<file path="config.mk">
export PLATFORM = sky130hd
export DESIGN_NAME = reg_dump_reader
export DESIGN_NICKNAME = d
export VERILOG_FILES = /design/src/rtl/reg_dump_reader.sv
export SDC_FILE = /design/constraint.sdc
export NUM_CORES = 1
export LEC_CHECK = 0
export BUFFER_PORTS_ARGS = -buffer_cell sky130_fd_sc_hd__buf_2
export CORE_UTILIZATION = 43
export CTS_CLUSTER_SIZE = 24
export DETAILED_ROUTE_END_ITERATION = 10
export GPL_ROUTABILITY_DRIVEN = 0
export PLACE_DENSITY = 0.85
export RECOVER_POWER = 25
export SYNTH_ARGS = -nofsm -noshare
export SYNTH_HDL_FRONTEND = slang
export SYNTH_SLANG_ARGS = --single-unit
</file>
<file path="constraint.sdc">
create_clock -name CLK -period 1.3 [get_ports CLK]
set_input_delay 0.065 -clock CLK [delete_from_list [all_inputs] [get_ports CLK]]
set_output_delay 0.065 -clock CLK [all_outputs]
set_load 0.005 [all_outputs]
</file>
<file path="src/rtl/reg_dump_reader.sv">
// Register-file dump engine: sweeps first_addr..last_addr (modulo 2**ADDR_W) on one read
// port and streams each word over valid/ready. Optional trailing XOR beat: REG_DUMP_CHECKSUM_EN.
module reg_dump_reader #(
  parameter int ADDR_W = 5,
  parameter int DATA_W = 32
) (
  input  logic              CLK,
  input  logic              RST,
  input  logic              start,
  input  logic [ADDR_W-1:0] first_addr,
  input  logic [ADDR_W-1:0] last_addr,
  output logic [ADDR_W-1:0] rd_addr,
  input  logic [DATA_W-1:0] rd_data,
  output logic              out_valid,
  input  logic              out_ready,
  output logic [DATA_W-1:0] out_data,
  output logic [ADDR_W-1:0] out_addr,
  output logic              out_last,
  output logic              busy,
  output logic              done
);

`ifdef REG_DUMP_CHECKSUM_EN
  typedef enum logic [2:0] {IDLE, READ, SEND, SUM, FINISH} state_t;
`else
  typedef enum logic [2:0] {IDLE, READ, SEND, FINISH} state_t;
`endif

  state_t            state;
  logic [ADDR_W-1:0] last_q;

`ifdef REG_DUMP_CHECKSUM_EN
  logic [DATA_W-1:0] csum;
  // out_last is reserved for the checksum beat, so the final register beat is tracked here
  logic              final_q;
`endif

  always_ff @(posedge CLK or negedge RST) begin
    if (!RST) begin
      state     <= IDLE;
      last_q    <= '0;
      rd_addr   <= '0;
      out_valid <= 1'b0;
      out_data  <= '0;
      out_addr  <= '0;
      out_last  <= 1'b0;
      busy      <= 1'b0;
      done      <= 1'b0;
`ifdef REG_DUMP_CHECKSUM_EN
      csum      <= '0;
      final_q   <= 1'b0;
`endif
    end else begin
      case (state)
        IDLE: begin
          if (start) begin
            last_q  <= last_addr;
            rd_addr <= first_addr;
            busy    <= 1'b1;
`ifdef REG_DUMP_CHECKSUM_EN
            csum    <= '0;
`endif
            state   <= READ;
          end
        end
        READ: begin
          out_data  <= rd_data;
          out_addr  <= rd_addr;
          out_valid <= 1'b1;
`ifdef REG_DUMP_CHECKSUM_EN
          csum      <= csum ^ rd_data;
          final_q   <= (rd_addr == last_q);
          out_last  <= 1'b0;
`else
          out_last  <= (rd_addr == last_q);
`endif
          state     <= SEND;
        end
        SEND: begin
          if (out_ready) begin
            out_valid <= 1'b0;
`ifdef REG_DUMP_CHECKSUM_EN
            if (final_q) begin
              // csum already folds in the word being accepted now
              out_data  <= csum;
              out_addr  <= '0;
              out_last  <= 1'b1;
              out_valid <= 1'b1;
              state     <= SUM;
            end
`else
            if (out_last) begin
              done  <= 1'b1;
              state <= FINISH;
            end
`endif
            else begin
              rd_addr <= rd_addr + ADDR_W'(1);
              state   <= READ;
            end
          end
        end
`ifdef REG_DUMP_CHECKSUM_EN
        SUM: begin
          if (out_ready) begin
            out_valid <= 1'b0;
            done      <= 1'b1;
            state     <= FINISH;
          end
        end
`endif
        FINISH: begin
          done  <= 1'b0;
          busy  <= 1'b0;
          state <= IDLE;
        end
        default: state <= IDLE;
      endcase
    end
  end

endmodule

</file>
Word-level counts from Yosys, hierarchy flattened
Cells that the tools add are included.
{ "totals": {"out_inout_bits": 46, "wordCells": 44, "regBits": 54, "inputBits": 46} }
{ "classes": {"addsub": 1, "reduce_logical": 11, "eq_ne": 8, "mux": 15} }
{ "op_table": {"columns": ["operator", "count"], "rows": [
  ["2-to-1 mux 5 bit", 3],
  ["case mux 5 bit (2 select lines)", 1],
  ["case mux 3 bit (3 select lines)", 1],
  ["inequality test 2 bit (second input constant)", 4],
  ["AND reduction 2 bit", 4],
  ["nonzero test 2 bit", 4],
  ["== test 3 x 2 -> 1 bit (second input constant)", 2],
  ["2-to-1 mux 3 bit", 2],
  ["case mux 1 bit (2 select lines)", 3],
  ["adder 5 x 1 -> 5 bit (second input constant)", 1],
  ["== test 5 bit", 1],
  ["2-to-1 mux 1 bit", 4],
  ["AND reduction 4 bit", 1],
  ["== test 3 x 1 -> 1 bit (second input constant)", 1],
  ["logical NOT 3 bit", 1],
  ["AND reduction 3 bit", 1],
  ["2-to-1 mux 2 bit", 1]
]} }

Longest topological paths before layout
Gate-level depths: netlist (run 1).
{ "depth": {"word_depth": 4, "ltp_mapped": 6, "depth_no_buf": 4} }

Worst setup path before layout (run 1)
No wires, ideal clock.
{ "synth_timing": {"path_kind": "register -> register", "from": "register state[0]", "to": "register rd_addr[4]", "t_required_ns": 1.180, "path_stages_with_launch": 5, "t_arrival_ns": 1.246, "setup_time_ns": 0.120, "n_path_buf": 1, "period_less_slack_ns": 1.367, "slack_ns": -0.067, "path_cell_list": "dfrtp_1 buf_2 nand2b_1 or4_1 o211a_1"} }
{ "synth_via": {"elab_chain_cells": 3, "word_cells_on_any_way": 8, "classes_between": "eq/ne (4); mux (1); reduce/logical (3)"} }
{ "synth_lines": {"columns": ["item", "line_no", "text"], "rows": [
  ["from (decl)", "29", "state_t state;"],
  ["from (signal assigned)", "40", "state <= IDLE;"],
  ["from (signal assigned)", "63", "state <= READ;"],
  ["from (signal assigned)", "77", "state <= SEND;"],
  ["== test 3 x 2 -> 1 bit or logical NOT 3 bit (tied branches)", "54", "case (state)"],
  ["inequality test 2 bit (no source line) or nonzero test 2 bit (tied branches)", null, null],
  ["AND reduction 4 bit (no source line)", null, null],
  ["to (signal assigned)", "58", "rd_addr <= first_addr;"],
  ["to (signal assigned)", "98", "rd_addr <= rd_addr + ADDR_W'(1);"],
  ["to (decl)", "12", "output logic [ADDR_W-1:0] rd_addr,"]
]} }
Parallel ways exist; a longest one is shown, timed or not.
A chain may end at the register's enable or synchronous reset.

Final worst setup path (run 1)
{ "layout_timing": {"from": "register out_last", "to": "register rd_addr[4]"} }
{ "layout_via": {"elab_chain_cells": 2} }
{ "layout_lines": {"columns": ["item", "line_no", "text"], "rows": [
  ["from (decl)", "18", "output logic out_last,"],
  ["from (signal assigned)", "75", "out_last <= (rd_addr == last_q);"],
  ["inequality test 2 bit (no source line)", null, null],
  ["AND reduction 4 bit (no source line)", null, null]
]} }
Every way passes these cells.

==> impl_metrics.toml, run 1 <==
[worst_setup_path]
criticalPathCategory = "reg -> reg"
worstSetupEndpointType = "register"
worstPathArrival_ns = 1.60
path_max_fanout = 5
required_ns = 1.48
critPathLaunchType = "register"

[routing]
drtPass1Iterations = 4
drtIter0Drc = 68
via_per_inst = 4.93
num_vias = 1857
drc = 0
antenna_left = 0
wire_per_inst_um = 16.3
wl_um = 6140

[yosys]
yosysWarnings = 0
synth-seq-cells = 53
ys_types = 36
synth_edf_count = 0
yosysMostFrequentCell = "dfrtp_1"
syn_area_um2 = 2230
synth_top_area_cell = "dfrtp_1"
synthFlopType = "dfrtp_1"
synth.top_cells.by_area = "dfrtp_1 (59%), mux2_1 (21%), buf_4 (1.3%)"
syn_avg_cell_area_um2 = 14.2
yosys-top-cells-count = "dfrtp_1 (53), mux2_1 (42), nand2_1 (5)"
yosysTopAreaCellShare_pct = 59.4
yosysSeqAreaShare_pct = 59.4
netlist_instances = 157
synth_nets = 204
ys_async_sr_fraction_pct = 100

[clock_network]
cts_tree = "built"
cts-buffers-inserted = 5
root_buffer = "clkbuf_8"
cts.clk_slew.worst_paths_ns = 0.10
clk_latency_ns = 0.29
cts_buffer_depth = 2
cts_sinks = 53
h-tree-depth = 2

[global_route]
globalRouteMet1Util_pct = 26.6
first_global_vias = 1927
track_usage_pct = 22.1
busiest_layer = "met2"
grt_use_met3_pct = 3.66
grt_max_degree = 28
met2_usage_pct = 40.4
antenna_found_initial = 0
overflow = 0
grt_pass1_wl_um = 9000

[timing]
finalHoldViolations = 0
fin_crit_sh_pct = 109
setup_ws_ns = -0.115
period_needed_ns = 1.42
tns_ns = -3.38
slew_violations = 0
setup_violations = 45
max_freq_mhz = 707
slew_headroom_pct = 69.3
rsz0062_at_grt = "true"
whs_ns = 0.00861
fin_skew_ns = 0.00956
tightest_slew_ns = 0.461

[layout]
layout.nets = 356
multi_input_area_um2 = 1120
drive_gt1_share_pct = 62.3
diodes = 0
n_fill_cell = 279
area_growth_pct = 70.5
fin_util_pct = 78.5
seqCellArea_um2 = 1330

[place]
dp_hpwl_um = 3420
portBuffers = 91

[floorplanning]
die_h_um = 74.1
coreArea_um2 = 4850
initial_core_util_pct = 46.1
io_pins = 92
die_w_um = 74.1
num_rows = 25
dieArea_um2 = 5490

[run_status]
violations = "setup timing"
status = "complete, but fails checks"

[power]
intPower_uw = 6260
clock_power_share_pct = 12.4
p_seq_share_pct = 33.1
vdd_drop_max_mv = 1.41
combinationalPowerShare_pct = 54.5
p_switching_uw = 3000
switching_share_pct = 32.4
leakagePower_uw = 0.00195
powerDensity_nw_per_um2 = 2430

[flow_run]
cap_violations = 0

[hold_path]
holdCritPathClass = "in -> reg"
## through the flow
| step | std cells | instance area [µm²] | total power, µW | setup slack, ns |
|---|---|---|---|---|
| after global routing | 377 | 3810 | 9790 | -0.138 |
| after floorplan | 157 | 2300 | 4860 | -0.0515 |
| final | 377 | 3810 | 9260 | -0.115 |
| after CTS | 371 | 3630 | 8610 | -0.0794 |
| after detailed placement | 325 | 2950 | 6340 | -0.0757 |
| after global placement | 325 | 2950 | 6190 | -0.0510 |
## layer usage
metal | vias up | share of wire, %
li1 | 866 | -
met1 | 911 | 42
met2 | 72 | 53
met3 | 8 | 4.0
met4 | 0 | 1.4
met5 | - | 0
## what timing repair did
item                                    CTS  global route
gates cloned                              3             2
resized for setup                        42            22
hold endpoints to repair                 47             3
buffers inserted                          4             1
endpoints found under the setup margin   47            47
hold buffers                             31             3
pin swaps                                 2             4
## cell families after synthesis
kind of cell	Yosys count	share of synthesized area, %
compound gates	22	7.56
xor+xnor	5	1.96
fa+ha+maj	1	0.560
buf+inv	14	3.19
flops	53	59.4
mux	44	22.1
simple gates	18	5.21
## power by group through the flow
| stage | combinational, µW | sequential (µW) | clock, µW |
|---|---|---|---|
| after floorplan | 1770 | 3090 | 0 |
| after global placement | 3180 | 3010 | 0 |
| after detailed placement | 3290 | 3050 | 0 |
| after CTS | 4440 | 3000 | 1170 |
| after global routing | 5390 | 3160 | 1240 |
| final | 5050 | 3060 | 1150 |
## worst paths after layout
path                                              start                       to  slack [ns]  cells after the start
worst max register to register     out_last$_DFFE_PN0P_   rd_addr[4]$_DFFE_PN0P_       -0.12                      3
min in group asynchronous                           RST     out_last$_DFFE_PN0P_        0.23                      2
worst min-delay path                       last_addr[1]    last_q[1]$_DFFE_PN0P_       0.009                      2
max in group asynchronous                           RST   rd_addr[0]$_DFFE_PN0P_        0.27                      3
worst min register to register  out_addr[4]$_DFFE_PN0P_  out_addr[4]$_DFFE_PN0P_        0.51                      2
worst max-delay path               out_last$_DFFE_PN0P_   rd_addr[4]$_DFFE_PN0P_       -0.12                      3
## placed cells by master, fill, tap and decap left out, types with 2 or more instances in the layout
cell	Yosys	layout
buf_2	3	90
dlygate4sd3_1	0	34
mux2_1	42	3
a21oi_1	4	4
inv_1	4	4
dfrtp_2	0	4
buf_16	0	2
nand2b_4	0	4
buf_6	0	4
nand2_1	5	5
mux2_4	0	40
buf_4	4	16
xnor2_2	0	3
xor2_1	2	2
clkbuf_16	0	2
a2bb2oi_1	2	2
clkbuf_8	0	6
dfrtp_1	53	49
nand3_1	3	2
buf_12	0	3
a2111oi_2	0	2
or4_4	0	2
a221oi_2	0	2
## area by class of cell
class                           count  area share (%)
Sequential cell                    53            35.0
Timing Repair Buffer              153            29.8
Multi-Input combinational cell     91            29.4
Tap cell                           67            2.20
Clock buffer                        6            2.17
Clock inverter                      2           0.986
Inverter                            5           0.493
## state kept, by name, summed over array words and instances, names as in the netlist
name       cells
out_data      32
out_addr       5
busy           1
state          2
out_last       1
out_valid      1
rd_addr        5
last_q         5
done           1
## critical path, cell delays in order (launching register included)
cell and delay (ns):
dfrtp_1 0.41, nand3b_4 0.20, or4_4 0.54, o211a_1 0.15
Power figures use the tool's default switching activity.
==> inputs of run 2 (changes only) <==
- PLACE_DENSITY: 0.85 -> 0.77
==> run 2 against run 1 <==
- the run still ends with setup timing left
- clock skew shrank 0.00063 ns
- sequential share of layout area grew 3.0 points
- register-to-register slack gained 0.02 ns
- critical endpoint unchanged
- flip-flop and latch count is the same
- routed wire length shrank 8.4%
- largest cell class unchanged
- power shrank 19%
- sequential power shrank 2%
- non-clock buffer count grew 2
==> impl_metrics.toml, run 2 (synthesis results as in run 1) <==
[worst_setup_path]
worstSetupEndpointType = "register"
reg2reg_from = "state[0]$_DFFE_PN0P_"
required_ns = 1.48
crit_buf_inv = 0
max_stage_delay_ns = 0.50
cp_slowest_cell = "or4_1"
crit_family = "simple AND/OR/NAND/NOR gates"
crit_chain = "nand2b_4, or4_1, o211a_1"
path_max_fanout = 7
reg2regPathDepth = 3
r2r_end = "rd_addr[4]$_DFFE_PN0P_"
worstPathArrival_ns = 1.57
criticalPathCategory = "reg -> reg"
critPathLaunchType = "register"
r2r_slack_ns = -0.09

[routing]
drtIter0Drc = 53
wire_per_inst_um = 14.9
antenna_left = 0
via_per_inst = 4.82
wl_um = 5620
num_vias = 1822
drtPass1Iterations = 4
drc = 0

[clock_network]
root_buffer = "clkbuf_8"
cts_tree = "built"
h-tree-depth = 2
cts.clk_slew.worst_paths_ns = 0.08
cts-buffers-inserted = 5
cts_sinks = 53
clk_latency_ns = 0.30
cts_buffer_depth = 2

[timing]
setup_ws_ns = -0.0915
finalHoldViolations = 0
tns_ns = -0.251
fin_skew_ns = 0.00893
max_freq_mhz = 719
rsz0062_at_grt = "true"
setup_violations = 13
slew_headroom_pct = 34.5
fin_crit_sh_pct = 107
tightest_slew_ns = 0.983
period_needed_ns = 1.39
slew_violations = 0

[floorplanning]
dieArea_um2 = 5490
num_rows = 25
die_w_um = 74.1
die_h_um = 74.1
initial_core_util_pct = 46.1
coreArea_um2 = 4850
io_pins = 92

[layout]
area_growth_pct = 56.9
diodes = 0
final_common_cell = "buf_2"
n_fill_cell = 326
top_register = "out_data"
layout.nets = 357
final_cells = 378
mostFrequentLayoutCells = "buf_2 (90), dfrtp_1 (49), mux2_1 (41)"
largest_register_ffs = 32
drive_gt1_share_pct = 46.0

[power]
vdd_drop_max_mv = 1.42
leakagePower_uw = 0.00167
powerDensity_nw_per_um2 = 2150

[global_route]
met2_usage_pct = 41.0
track_usage_pct = 21.7
globalRouteMet1Util_pct = 24.4
busiest_layer = "met2"
grt_pass1_wl_um = 8830
overflow = 0
first_global_vias = 1913
antenna_found_initial = 0
grt_max_degree = 24
grt_use_met3_pct = 5.15

[place]
place_inst = 325
portBuffers = 91
dp_hpwl_um = 3600

[hold_path]
worstHoldStart = "out_ready"
hold_depth = 3
holdCritPathClass = "in -> reg"
whs_endpoint = "state[0]$_DFFE_PN0P_"

[flow_run]
cap_violations = 0

[run_status]
violations = "setup timing"
status = "complete, but fails checks"
run 2: cell count changes in the layout (fill, tap and decap cells not counted), moves of 2 or more:
cell / previous run / this run
mux2_1: 3 / 41
mux2_4: 40 / 2
buf_4: 16 / 21
dlygate4sd3_1: 34 / 38
clkbuf_1: 0 / 3
xnor2_1: 0 / 3
xnor2_2: 3 / 0
buf_16: 2 / 0
clkbuf_16: 2 / 0
nand2b_4: 4 / 2
or4_1: 0 / 2
or4_4: 2 / 0
run 2: area by class of cell:
cell class | instances | area [µm²] | area share, %
Clock inverter | 1 | 7.51 | 0.214
Clock buffer | 7 | 76.3 | 2.18
Tap cell | 67 | 83.8 | 2.39
Timing Repair Buffer | 155 | 1070 | 30.4
Multi-Input combinational cell | 90 | 920 | 26.2
Inverter | 5 | 18.8 | 0.536
Sequential cell | 53 | 1330 | 38.0
run 2: worst max-delay path by stage:
stage / slack (ns) / startpoint / depth (start not counted) / to
floorplan: -0.05 / state[1]$_DFFE_PN0P_ / 4 / rd_addr[4]$_DFFE_PN0P_
global placement: -0.05 / state[1]$_DFFE_PN0P_ / 3 / rd_addr[4]$_DFFE_PN0P_
detailed placement: -0.10 / state[1]$_DFFE_PN0P_ / 3 / rd_addr[0]$_DFFE_PN0P_
CTS: -0.08 / state[1]$_DFFE_PN0P_ / 4 / rd_addr[4]$_DFFE_PN0P_
global route: -0.13 / state[0]$_DFFE_PN0P_ / 3 / rd_addr[4]$_DFFE_PN0P_
finish: -0.09 / state[0]$_DFFE_PN0P_ / 3 / rd_addr[4]$_DFFE_PN0P_
run 2: repair_timing:
item | 4_1_cts | 5_1_grt
hold endpoints to repair | 50 | 1
pin swaps | 1 | 1
setup endpoints to repair | 46 | 47
setup buffers | 4 | 3
hold buffers | 37 | 1
gates resized for setup | 9 | 4
gates cloned | 0 | 0
run 2: per-stage QoR:
| step | hold slack (ns) | util [%] | area, µm² | setup WS (ns) | total power [µW] |
|---|---|---|---|---|---|
| finish | 0.0923 | 72.3 | 3500 | -0.0915 | 7540 |
| global route | 0.0803 | 72.3 | 3500 | -0.127 | 8110 |
| CTS | 0.00404 | 71.4 | 3460 | -0.0755 | 7470 |
| detailed placement | 0.0291 | 60.8 | 2950 | -0.102 | 6330 |
| global placement | 0.0256 | 60.8 | 2950 | -0.0461 | 6180 |
| floorplan | -0.231 | - | 2300 | -0.0515 | 4860 |
run 2: tightest hold or removal path, stage by stage:
cell and delay (ns):
buf_2 0.14, nand2_1 0.07, a21oi_1 0.07
run 2: per-layer routing:
| layer | part of all wire, % | vias to the layer above |
|---|---|---|
| met4 | 1.1 | 0 |
| met3 | 5.4 | 7 |
| met5 | 0 | - |
| li1 | - | 871 |
| met1 | 41 | 878 |
| met2 | 53 | 66 |
run 2: report_power, final:
group | total, µW | switching [µW] | internal (µW)
registers | 2990 | 490 | 2500
logic | 3680 | 1590 | 2090
clock network | 878 | 496 | 382
total | 7540 | 2580 | 4970
